File: src/rtl/stack_ctrl_if.sv
// Bus bundle between the CPU/RAM side and stack_ctrl: push/pop strobes,
// RAM address/data/strobe and the pop result and status outputs.
interface stack_ctrl_if #(
  parameter int DW = 8,
  parameter int AW = 5
);
  logic          push;
  logic          pop;
  logic [DW-1:0] din;
  logic          clear_err;
  logic [AW-1:0] ram_addr;
  logic [DW-1:0] ram_wdata;
  logic          ram_we;
  logic [DW-1:0] ram_rdata;
  logic [DW-1:0] pop_data;
  logic          pop_valid;
  logic [AW:0]   count;
  logic          empty;
  logic          full;
  logic          overflow;
  logic          underflow;

  modport slave (
    input  push, pop, din, clear_err, ram_rdata,
    output ram_addr, ram_wdata, ram_we, pop_data, pop_valid,
           count, empty, full, overflow, underflow
  );

  modport master (
    output push, pop, din, clear_err, ram_rdata,
    input  ram_addr, ram_wdata, ram_we, pop_data, pop_valid,
           count, empty, full, overflow, underflow
  );
endinterface

File: src/rtl/stack_ctrl.sv
// Stack-pointer controller in front of a 32x8 async-read RAM: maps push/pop
// strobes onto RAM address/write-enable and returns popped bytes registered.
module stack_ctrl #(
  parameter int DW    = 8,
  parameter int AW    = 5,
  parameter int DEPTH = 32
) (
  input  logic         clk,
  input  logic         rst,
  stack_ctrl_if.slave  bus
);

  localparam logic [1:0]    OP_IDLE    = 2'b00;
  localparam logic [1:0]    OP_POP     = 2'b01;
  localparam logic [1:0]    OP_PUSH    = 2'b10;
  localparam logic [1:0]    OP_REPLACE = 2'b11;
  localparam logic [AW:0]   SP_ONE     = (AW+1)'(1);
  localparam logic [AW:0]   SP_DEPTH   = (AW+1)'(DEPTH);
  localparam logic [AW-1:0] ADDR_ONE   = AW'(1);

  logic [AW:0]   sp_q, sp_d;
  logic [DW-1:0] pop_data_q, pop_data_d;
  logic          pop_valid_q, pop_valid_d;
  logic          overflow_q, overflow_d;
  logic          underflow_q, underflow_d;

  logic          empty_s;
  logic          full_s;
  logic [AW-1:0] top_addr_s;
  logic [AW-1:0] ram_addr_s;
  logic          ram_we_s;
  logic          ovf_set_s;
  logic          unf_set_s;

  assign empty_s    = (sp_q == {(AW+1){1'b0}});
  assign full_s     = (sp_q == SP_DEPTH);
  // Only consulted while sp > 0, so the modular wrap at sp == 0 never reaches the RAM.
  assign top_addr_s = sp_q[AW-1:0] - ADDR_ONE;

  // Operation decode: RAM access, next stack pointer, pop result and error events.
  always_comb begin
    sp_d        = sp_q;
    pop_data_d  = pop_data_q;
    pop_valid_d = 1'b0;
    ovf_set_s   = 1'b0;
    unf_set_s   = 1'b0;
    ram_we_s    = 1'b0;
    ram_addr_s  = empty_s ? {AW{1'b0}} : top_addr_s;

    case ({bus.push, bus.pop})
      OP_PUSH: begin
        if (!full_s) begin
          ram_addr_s = sp_q[AW-1:0];
          ram_we_s   = 1'b1;
          sp_d       = sp_q + SP_ONE;
        end else begin
          ovf_set_s  = 1'b1;
        end
      end
      OP_POP: begin
        if (!empty_s) begin
          ram_addr_s  = top_addr_s;
          pop_data_d  = bus.ram_rdata;
          pop_valid_d = 1'b1;
          sp_d        = sp_q - SP_ONE;
        end else begin
          unf_set_s   = 1'b1;
        end
      end
      OP_REPLACE: begin
        // Old top is read combinationally before the write lands at the edge.
        if (!empty_s) begin
          ram_addr_s  = top_addr_s;
          ram_we_s    = 1'b1;
          pop_data_d  = bus.ram_rdata;
          pop_valid_d = 1'b1;
        end else begin
          ram_addr_s  = {AW{1'b0}};
          ram_we_s    = 1'b1;
          sp_d        = SP_ONE;
          unf_set_s   = 1'b1;
        end
      end
      OP_IDLE: begin
        pop_valid_d = 1'b0;
      end
      default: begin
        pop_valid_d = 1'b0;
      end
    endcase

    overflow_d  = ovf_set_s | (overflow_q  & ~bus.clear_err);
    underflow_d = unf_set_s | (underflow_q & ~bus.clear_err);
  end

  // State registers with synchronous reset taking priority over every request.
  always_ff @(posedge clk) begin
    if (rst) begin
      sp_q        <= {(AW+1){1'b0}};
      pop_data_q  <= {DW{1'b0}};
      pop_valid_q <= 1'b0;
      overflow_q  <= 1'b0;
      underflow_q <= 1'b0;
    end else begin
      sp_q        <= sp_d;
      pop_data_q  <= pop_data_d;
      pop_valid_q <= pop_valid_d;
      overflow_q  <= overflow_d;
      underflow_q <= underflow_d;
    end
  end

  // A reset landing mid-stream must never write the RAM.
  assign bus.ram_we    = rst ? 1'b0 : ram_we_s;
  assign bus.ram_addr  = ram_addr_s;
  assign bus.ram_wdata = bus.din;
  assign bus.pop_data  = pop_data_q;
  assign bus.pop_valid = pop_valid_q;
  assign bus.count     = sp_q;
  assign bus.empty     = empty_s;
  assign bus.full      = full_s;
  assign bus.overflow  = overflow_q;
  assign bus.underflow = underflow_q;

endmodule

File: src/flat_wrapper.sv
// flat-port wrapper written by rule: the top's interface ports become plain ports
module stack_ctrl_flat 
#(
  parameter int DW    = 8,
  parameter int AW    = 5,
  parameter int DEPTH = 32
)
  (clk, rst, bus_push, bus_pop, bus_din, bus_clear_err, bus_ram_rdata, bus_ram_addr, bus_ram_wdata, bus_ram_we, bus_pop_data, bus_pop_valid, bus_count, bus_empty, bus_full, bus_overflow, bus_underflow);
  stack_ctrl_if #(.DW(DW), .AW(AW)) bus_i ();
  input  logic clk;
  input  logic rst;
  input wire logic [$bits(bus_i.push)-1:0] bus_push;
  input wire logic [$bits(bus_i.pop)-1:0] bus_pop;
  input wire logic [$bits(bus_i.din)-1:0] bus_din;
  input wire logic [$bits(bus_i.clear_err)-1:0] bus_clear_err;
  input wire logic [$bits(bus_i.ram_rdata)-1:0] bus_ram_rdata;
  output wire logic [$bits(bus_i.ram_addr)-1:0] bus_ram_addr;
  output wire logic [$bits(bus_i.ram_wdata)-1:0] bus_ram_wdata;
  output wire logic [$bits(bus_i.ram_we)-1:0] bus_ram_we;
  output wire logic [$bits(bus_i.pop_data)-1:0] bus_pop_data;
  output wire logic [$bits(bus_i.pop_valid)-1:0] bus_pop_valid;
  output wire logic [$bits(bus_i.count)-1:0] bus_count;
  output wire logic [$bits(bus_i.empty)-1:0] bus_empty;
  output wire logic [$bits(bus_i.full)-1:0] bus_full;
  output wire logic [$bits(bus_i.overflow)-1:0] bus_overflow;
  output wire logic [$bits(bus_i.underflow)-1:0] bus_underflow;
  assign bus_i.push = bus_push;
  assign bus_i.pop = bus_pop;
  assign bus_i.din = bus_din;
  assign bus_i.clear_err = bus_clear_err;
  assign bus_i.ram_rdata = bus_ram_rdata;
  assign bus_ram_addr = bus_i.ram_addr;
  assign bus_ram_wdata = bus_i.ram_wdata;
  assign bus_ram_we = bus_i.ram_we;
  assign bus_pop_data = bus_i.pop_data;
  assign bus_pop_valid = bus_i.pop_valid;
  assign bus_count = bus_i.count;
  assign bus_empty = bus_i.empty;
  assign bus_full = bus_i.full;
  assign bus_overflow = bus_i.overflow;
  assign bus_underflow = bus_i.underflow;
  stack_ctrl #(.DW(DW), .AW(AW), .DEPTH(DEPTH)) u_core (.clk(clk), .rst(rst), .bus(bus_i));
endmodule
File: config.mk
export PLATFORM = sky130hd
export DESIGN_NAME = stack_ctrl_flat
export DESIGN_NICKNAME = d
export VERILOG_FILES = /design/src/rtl/stack_ctrl_if.sv /design/src/rtl/stack_ctrl.sv /design/src/flat_wrapper.sv
export SDC_FILE = /design/constraint.sdc
export NUM_CORES = 1
export LEC_CHECK = 0
export ABC_AREA = 1
export CORE_MARGIN = 3
export CORE_UTILIZATION = 43
export CTS_BUF_LIST = sky130_fd_sc_hd__clkbuf_8
export CTS_CLUSTER_SIZE = 16
export DETAILED_ROUTE_END_ITERATION = 16
export PLACE_DENSITY = 0.88
export SETUP_SLACK_MARGIN = 0.1
export SLEW_MARGIN = 5
export SYNTH_ARGS = -nofsm -noshare
export SYNTH_HDL_FRONTEND = slang
export SYNTH_SLANG_ARGS = --single-unit
File: constraint.sdc
create_clock -name clk -period 2.1 [get_ports clk]
set_clock_uncertainty 0.2 [all_clocks]
set_input_delay 0.21 -clock clk [delete_from_list [all_inputs] [get_ports clk]]
set_output_delay 0.21 -clock clk [all_outputs]
set_load 0.01 [all_outputs]
==> results of run 1 <==
## worst reg2reg max path, cell delays in order (launching register included)
cell	delay, ns
dfxtp_2	0.34
inv_2	0.08
buf_4	0.15
nand2_1	0.06
nand2_1	0.09
inv_1	0.05
ha_1	0.16
o21bai_4	0.17
or2_2	0.30
nand3_2	0.07
a21oi_1	0.05
## repair_timing
action / CTS / global route
setup buffers: 3 / 1
pin swaps: 2 / 5
setup endpoints to repair: 13 / 9
gates cloned: 0 / 0
gates resized for setup: 44 / 17
## sequential cells by signal, indices dropped and copies added, names as in the netlist
name / flops
u_core.bus.overflow: 1
u_core.bus.pop_valid: 1
u_core.bus.underflow: 1
u_core.bus.pop_data: 8
u_core.bus.count: 6
## power groups by stage
stage	Combinational (uW)	Clock (uW)	Sequential (uW)
after floorplan	830	0	586
after global placement	1730	0	503
after detailed placement	1760	0	510
after CTS	1810	248	508
after global routing	2160	266	539
final	2020	249	530
## cells in the mapped netlist, drive strengths merged
| master | number |
|---|---|
| nand4 | 2 |
| nor3 | 1 |
| nor2 | 24 |
| o22ai | 1 |
| nand3 | 13 |
| o21ai | 13 |
| or2 | 1 |
| xnor2 | 3 |
| ha | 7 |
| a2bb2oi | 1 |
| dfxtp | 17 |
| inv | 25 |
| o21bai | 1 |
| buf | 11 |
| nand2 | 53 |
| a21oi | 12 |
| a22oi | 1 |
| a211oi | 1 |
## worst min path at each step
stage                     depth (start not counted)                      to              from  slack, ns
final                                             0        bus_ram_wdata[3]        bus_din[3]       0.22
after floorplan                                   2  u_core.bus.pop_data[0]  bus_ram_rdata[0]       0.18
after global placement                            0        bus_ram_wdata[1]        bus_din[1]       0.22
after CTS                                         0        bus_ram_wdata[1]        bus_din[1]       0.22
after global routing                              0        bus_ram_wdata[6]        bus_din[6]       0.22
after detailed placement                          0        bus_ram_wdata[1]        bus_din[1]       0.22
## cells by family (layout without fill, tap and decap cells)
group           after synthesis  count (layout)  share of synthesized area [%]
simple gates                 94              94                           35.7
buf+inv                      36             101                           14.2
compound gates               30              30                           13.7
flops                        17              17                           27.3
fa+ha+maj                     7               7                           7.03
xor+xnor                      3               3                           2.11
## final cells by class
type	instances	share of cell area, %
well taps	30	1.89
multi-input cells	134	42.0
clock buffers	3	2.07
clock inverters	1	0.377
repair buffers	72	31.6
flip-flops and latches	17	17.3
inverters	25	4.71
## per-layer routing
metal	GRT usage [%]	vias up	wire, um
met3	4.32	26	416
met2	46.8	108	2400
met1	29.0	740	1810
met5	0	-	0
li1	-	719	-
met4	11.7	0	208
## through the flow
step / TNS (ns) / cells / instance area [um2] / power [uW]
floorplan: 0 / 187 / 1250 / 1420
global placement: -3.63 / 274 / 1820 / 2230
detailed placement: -4.19 / 274 / 1820 / 2270
CTS: 0 / 281 / 1930 / 2560
global route: -0.00894 / 282 / 1990 / 2960
finish: 0 / 282 / 1990 / 2800
==> run summary, run 1 <==
Rows = 18
Final setup viols = 0
nature of the critical path startpoint = input port
Ys Warns = 0
minimum clock period = 2.02 ns
total gr overflow = 0
slew margin rel. = 75.6%
initial antenna violation count = 0
Skew-Pair Late Insertion Delay = 0.25 ns
Worst setup EP type = output pin
DRC viols = 0
crit path launch = bus_pop
Max Slew Vio Count = 0
Max Fanout on Critical Path = 3
Syn Nets = 215
Final GP Congestion = 0.807
distinct cell type count after synthesis = 28
run status = complete, no violations
worst vdd ir = 1330 uV
clock sinks = 17
pwr/cell area = 1410 mW/mm2
CTS tree = yes
Iter 0 DRT Violations = 66
Clock H-tree levels = 1
IO buf count = 37
CP Class = input port to output pin
worst r2r src = u_core.bus.count[1]
cell taking the most area after synthesis = dfxtp_1
detail-routed net length per standard cell = 17.1 um
reg-to-reg endpoint = u_core.bus.count[2]
Critical Path RT = 1.69 ns
first-pass GRT wire length = 6910 um
hpwl dp = 2730 um
root buf cell = clkbuf_8
CP max stage delay = 0.27 ns
antenna-violating nets left = 0
layout cells sized above 1 = 33.3%
WL final = 4830 um
crit path cell chain = dlygate4sd2_1 -> inv_2 -> ha_4 -> buf_4 -> nand2_1 -> inv_2 -> a21oi_1 -> a211oi_2 -> buf_2
nets = 281
die area = 0.00358 mm2
Reg power frac = 18.9%
Sw Pwr = 1300 uW
# IOs = 54
Sw Ratio = 46.4%
number of max-cap violations = 0
Die Wd = 59.8 um
worst hold-check slack = 0.220 ns
Crit path buffers/inverters = 5
cts bufs inserted = 3
multi-input logic area = 837 um2
stages on the worst setup path = 9
Crit path max-delay family = buffers and inverters
Cells after Synth = 187
most frequent cells in the layout = nand2_1, buf_4, clkdlybuf4s50_1
GR Util All Layers = 25.8%
maximum clock path buffer count = 2
core area = 0.00261 mm2
FF+latch count, synth = 17
CP max stage cell = ha_4
drt pass-1 iters = 4
initial core utilization = 47.7%
via count = 1,593
leakage = 0.000961 uW
crit path to = bus_ram_addr[0]
Reg2Reg Depth = 10
sequential area share after synthesis = 27.3%
Final Hold Viols = 0
Reg area = 344 um2
vias in the first global route = 1,514
setup repair after global routing missed its margin = true
# hold bufs at CTS = 0
internal power = 1500 uW
Setup WS pre-CTS = -0.583 ns
syn avg cell area = 6.66 um2
clock share of power = 8.9%
share of the synthesized area in the top cell type = 27.3%
largest net degree at the start of global routing = 12
Netlist Area Pre-Place = 0.00125 mm2
Tcrit/Tclk final = 96.3%
Arr. time, crit path = 1.61 ns
via/cell ratio = 5.65
Slew @ Worst Pin = 0.364 ns
type of the most critical hold path = input port to output pin
fmax = 0.494 GHz
n_diodes = 0
reg-to-reg slack, setup = 0.26 ns
Crit path top cell by count = inv_2
commonest non-fill, non-tap cell in the layout = nand2_1
final cell utilization of the core = 76.2%
Layout area overhead = 59.7%
Synth area leaders = dfxtp_1, nand2_1, ha_1
final worst-path setup slack = 0.0772 ns
Die Ht = 59.8 um
Fillers = 167
combinational fraction of design power = 72.2%
Power figures use the tool's default switching activity.
==> run 2: changes to the inputs <==
--- a/config.mk
+++ b/config.mk
@@ -7,12 +7,12 @@
 export LEC_CHECK = 0
 export ABC_AREA = 1
 export CORE_MARGIN = 3
-export CORE_UTILIZATION = 43
+export CORE_UTILIZATION = 40
 export CTS_BUF_LIST = sky130_fd_sc_hd__clkbuf_8
 export CTS_CLUSTER_SIZE = 16
 export DETAILED_ROUTE_END_ITERATION = 16
-export PLACE_DENSITY = 0.88
-export SETUP_SLACK_MARGIN = 0.1
+export PLACE_DENSITY = 0.84
+export SETUP_SLACK_MARGIN = 0.02
 export SLEW_MARGIN = 5
 export SYNTH_ARGS = -nofsm -noshare
 export SYNTH_HDL_FRONTEND = slang
==> run summary, run 2 (synthesis gave the netlist of run 1 again) <==
most frequent cells in the layout = nand2_1, clkdlybuf4s50_1, buf_4
type of the most critical hold path = input port to output pin
run status = complete, no violations
vias in the first global route = 1,230
first-pass GRT wire length = 5120 um
Crit path max-delay family = buffers and inverters
drt pass-1 iters = 4
initial core utilization = 43.7%
die area = 0.00382 mm2
Layout area overhead = 50.5%
met2 Usage GRT = 33.3%
CP Class = flip-flop to output pin
clock sinks = 17
Clock H-tree levels = 1
GR Util All Layers = 18.1%
commonest non-fill, non-tap cell in the layout = nand2_1
largest net degree at the start of global routing = 11
nature of the critical path startpoint = flip-flop
number of max-cap violations = 0
CP max stage delay = 0.31 ns
cts bufs inserted = 3
Slew @ Worst Pin = 0.287 ns
minimum clock period = 1.99 ns
maximum clock path buffer count = 2
Max Slew Vio Count = 0
hpwl dp = 2580 um
Final setup viols = 0
Die Ht = 61.8 um
fmax = 0.504 GHz
setup repair after global routing missed its margin = false
Worst setup EP type = output pin
via count = 1,365
Tcrit/Tclk final = 94.6%
worst vdd ir = 912 uV
Final GP Congestion = 0.771
Max Fanout on Critical Path = 4
Arr. time, crit path = 1.58 ns
IO buf count = 37
Critical Path RT = 1.69 ns
Clock transition at path regs = 0.07 ns
layout cells sized above 1 = 26.7%
met1 usage = 21.1%
Fillers = 247
leakage = 0.000921 uW
n_diodes = 0
total gr overflow = 0
met3 Usage GRT = 4.55%
root buf cell = clkbuf_8
# IOs = 54
via/cell ratio = 4.91
core area = 0.00285 mm2
crit path cell chain = inv_1 -> ha_4 -> buf_4 -> nand4_2 -> o22ai_1 -> nand2_1 -> o21ai_0 -> buf_2
Crit path buffers/inverters = 3
worst hold-check slack = 0.220 ns
antenna-violating nets left = 0
final cell utilization of the core = 65.7%
nets = 276
WL final = 3380 um
Skew-Pair Late Insertion Delay = 0.25 ns
CP max stage cell = dfxtp_1
initial antenna violation count = 0
Rows = 19
detail-routed net length per standard cell = 12.2 um
CTS tree = yes
total power draw = 2490 uW
GRT Max-Usage Layer = met2
slew margin rel. = 80.8%
Setup TNS = 0 ns
max reg flops = 8
Die Wd = 61.8 um
pwr/cell area = 1320 mW/mm2
Iter 0 DRT Violations = 35
DRC viols = 0
Final Hold Viols = 0
==> run 2: layer usage <==
metal / routed length, um / part of all wire, %
met5: 0 / 0
met2: 1780 / 53
met1: 1470 / 43
met4: 11 / 0.33
met3: 123 / 3.6
==> run 2: final cells by class <==
class                           count  area (um2)  share of cell area (%)
Clock buffer                        3        41.3                    2.20
Tap cell                           31        38.8                    2.07
Inverter                           25        93.8                    5.00
Sequential cell                    17         342                    18.2
Clock inverter                      1        5.00                   0.267
Timing Repair Buffer               67         588                    31.4
Multi-Input combinational cell    134         767                    40.9
==> run 2: worst paths after layout <==
path / from / to / slack [ns] / cells after the start
max: u_core.bus.count[1] / bus_ram_addr[1] / 0.11 / 8
min: bus_din[6] / bus_ram_wdata[6] / 0.22 / 0
min reg2reg: u_core.bus.underflow / u_core.bus.underflow / 0.27 / 2
max reg2reg: u_core.bus.count[1] / u_core.bus.count[2] / 0.27 / 10
==> run 2: what timing repair did <==
item | 4_1_cts | 5_1_grt
pin swaps | 1 | 1
setup buffers | 1 | 0
endpoints found under the hold margin | 0 | 0
resized for setup | 31 | 5
endpoints found under the setup margin | 10 | 4
gates cloned | 0 | 0
hold buffers | 0 | 0
==> run 2: power breakdown <==
part           switching [uW]  internal (uW)
sequential               69.5            438
combinational             898            835
clock                     113            132
==> run 2: worst register-to-register path: stages, from the launching register on <==
cell and delay (ns):
dfxtp_1 0.31, inv_1 0.11, buf_4 0.15, nand2_1 0.05, nand2_1 0.07, inv_1 0.05
ha_1 0.16, o21bai_2 0.19, or2_2 0.30, nand3_2 0.07, a21oi_1 0.05
==> run 2: through the flow <==
stage,instance area [um2],cells,setup slack [ns]
global placement,1800,273,-0.543
floorplan,1250,187,0.101
CTS,1850,278,0.0381
detailed placement,1800,273,-0.622
global route,1880,278,0.0361
finish,1880,278,0.114
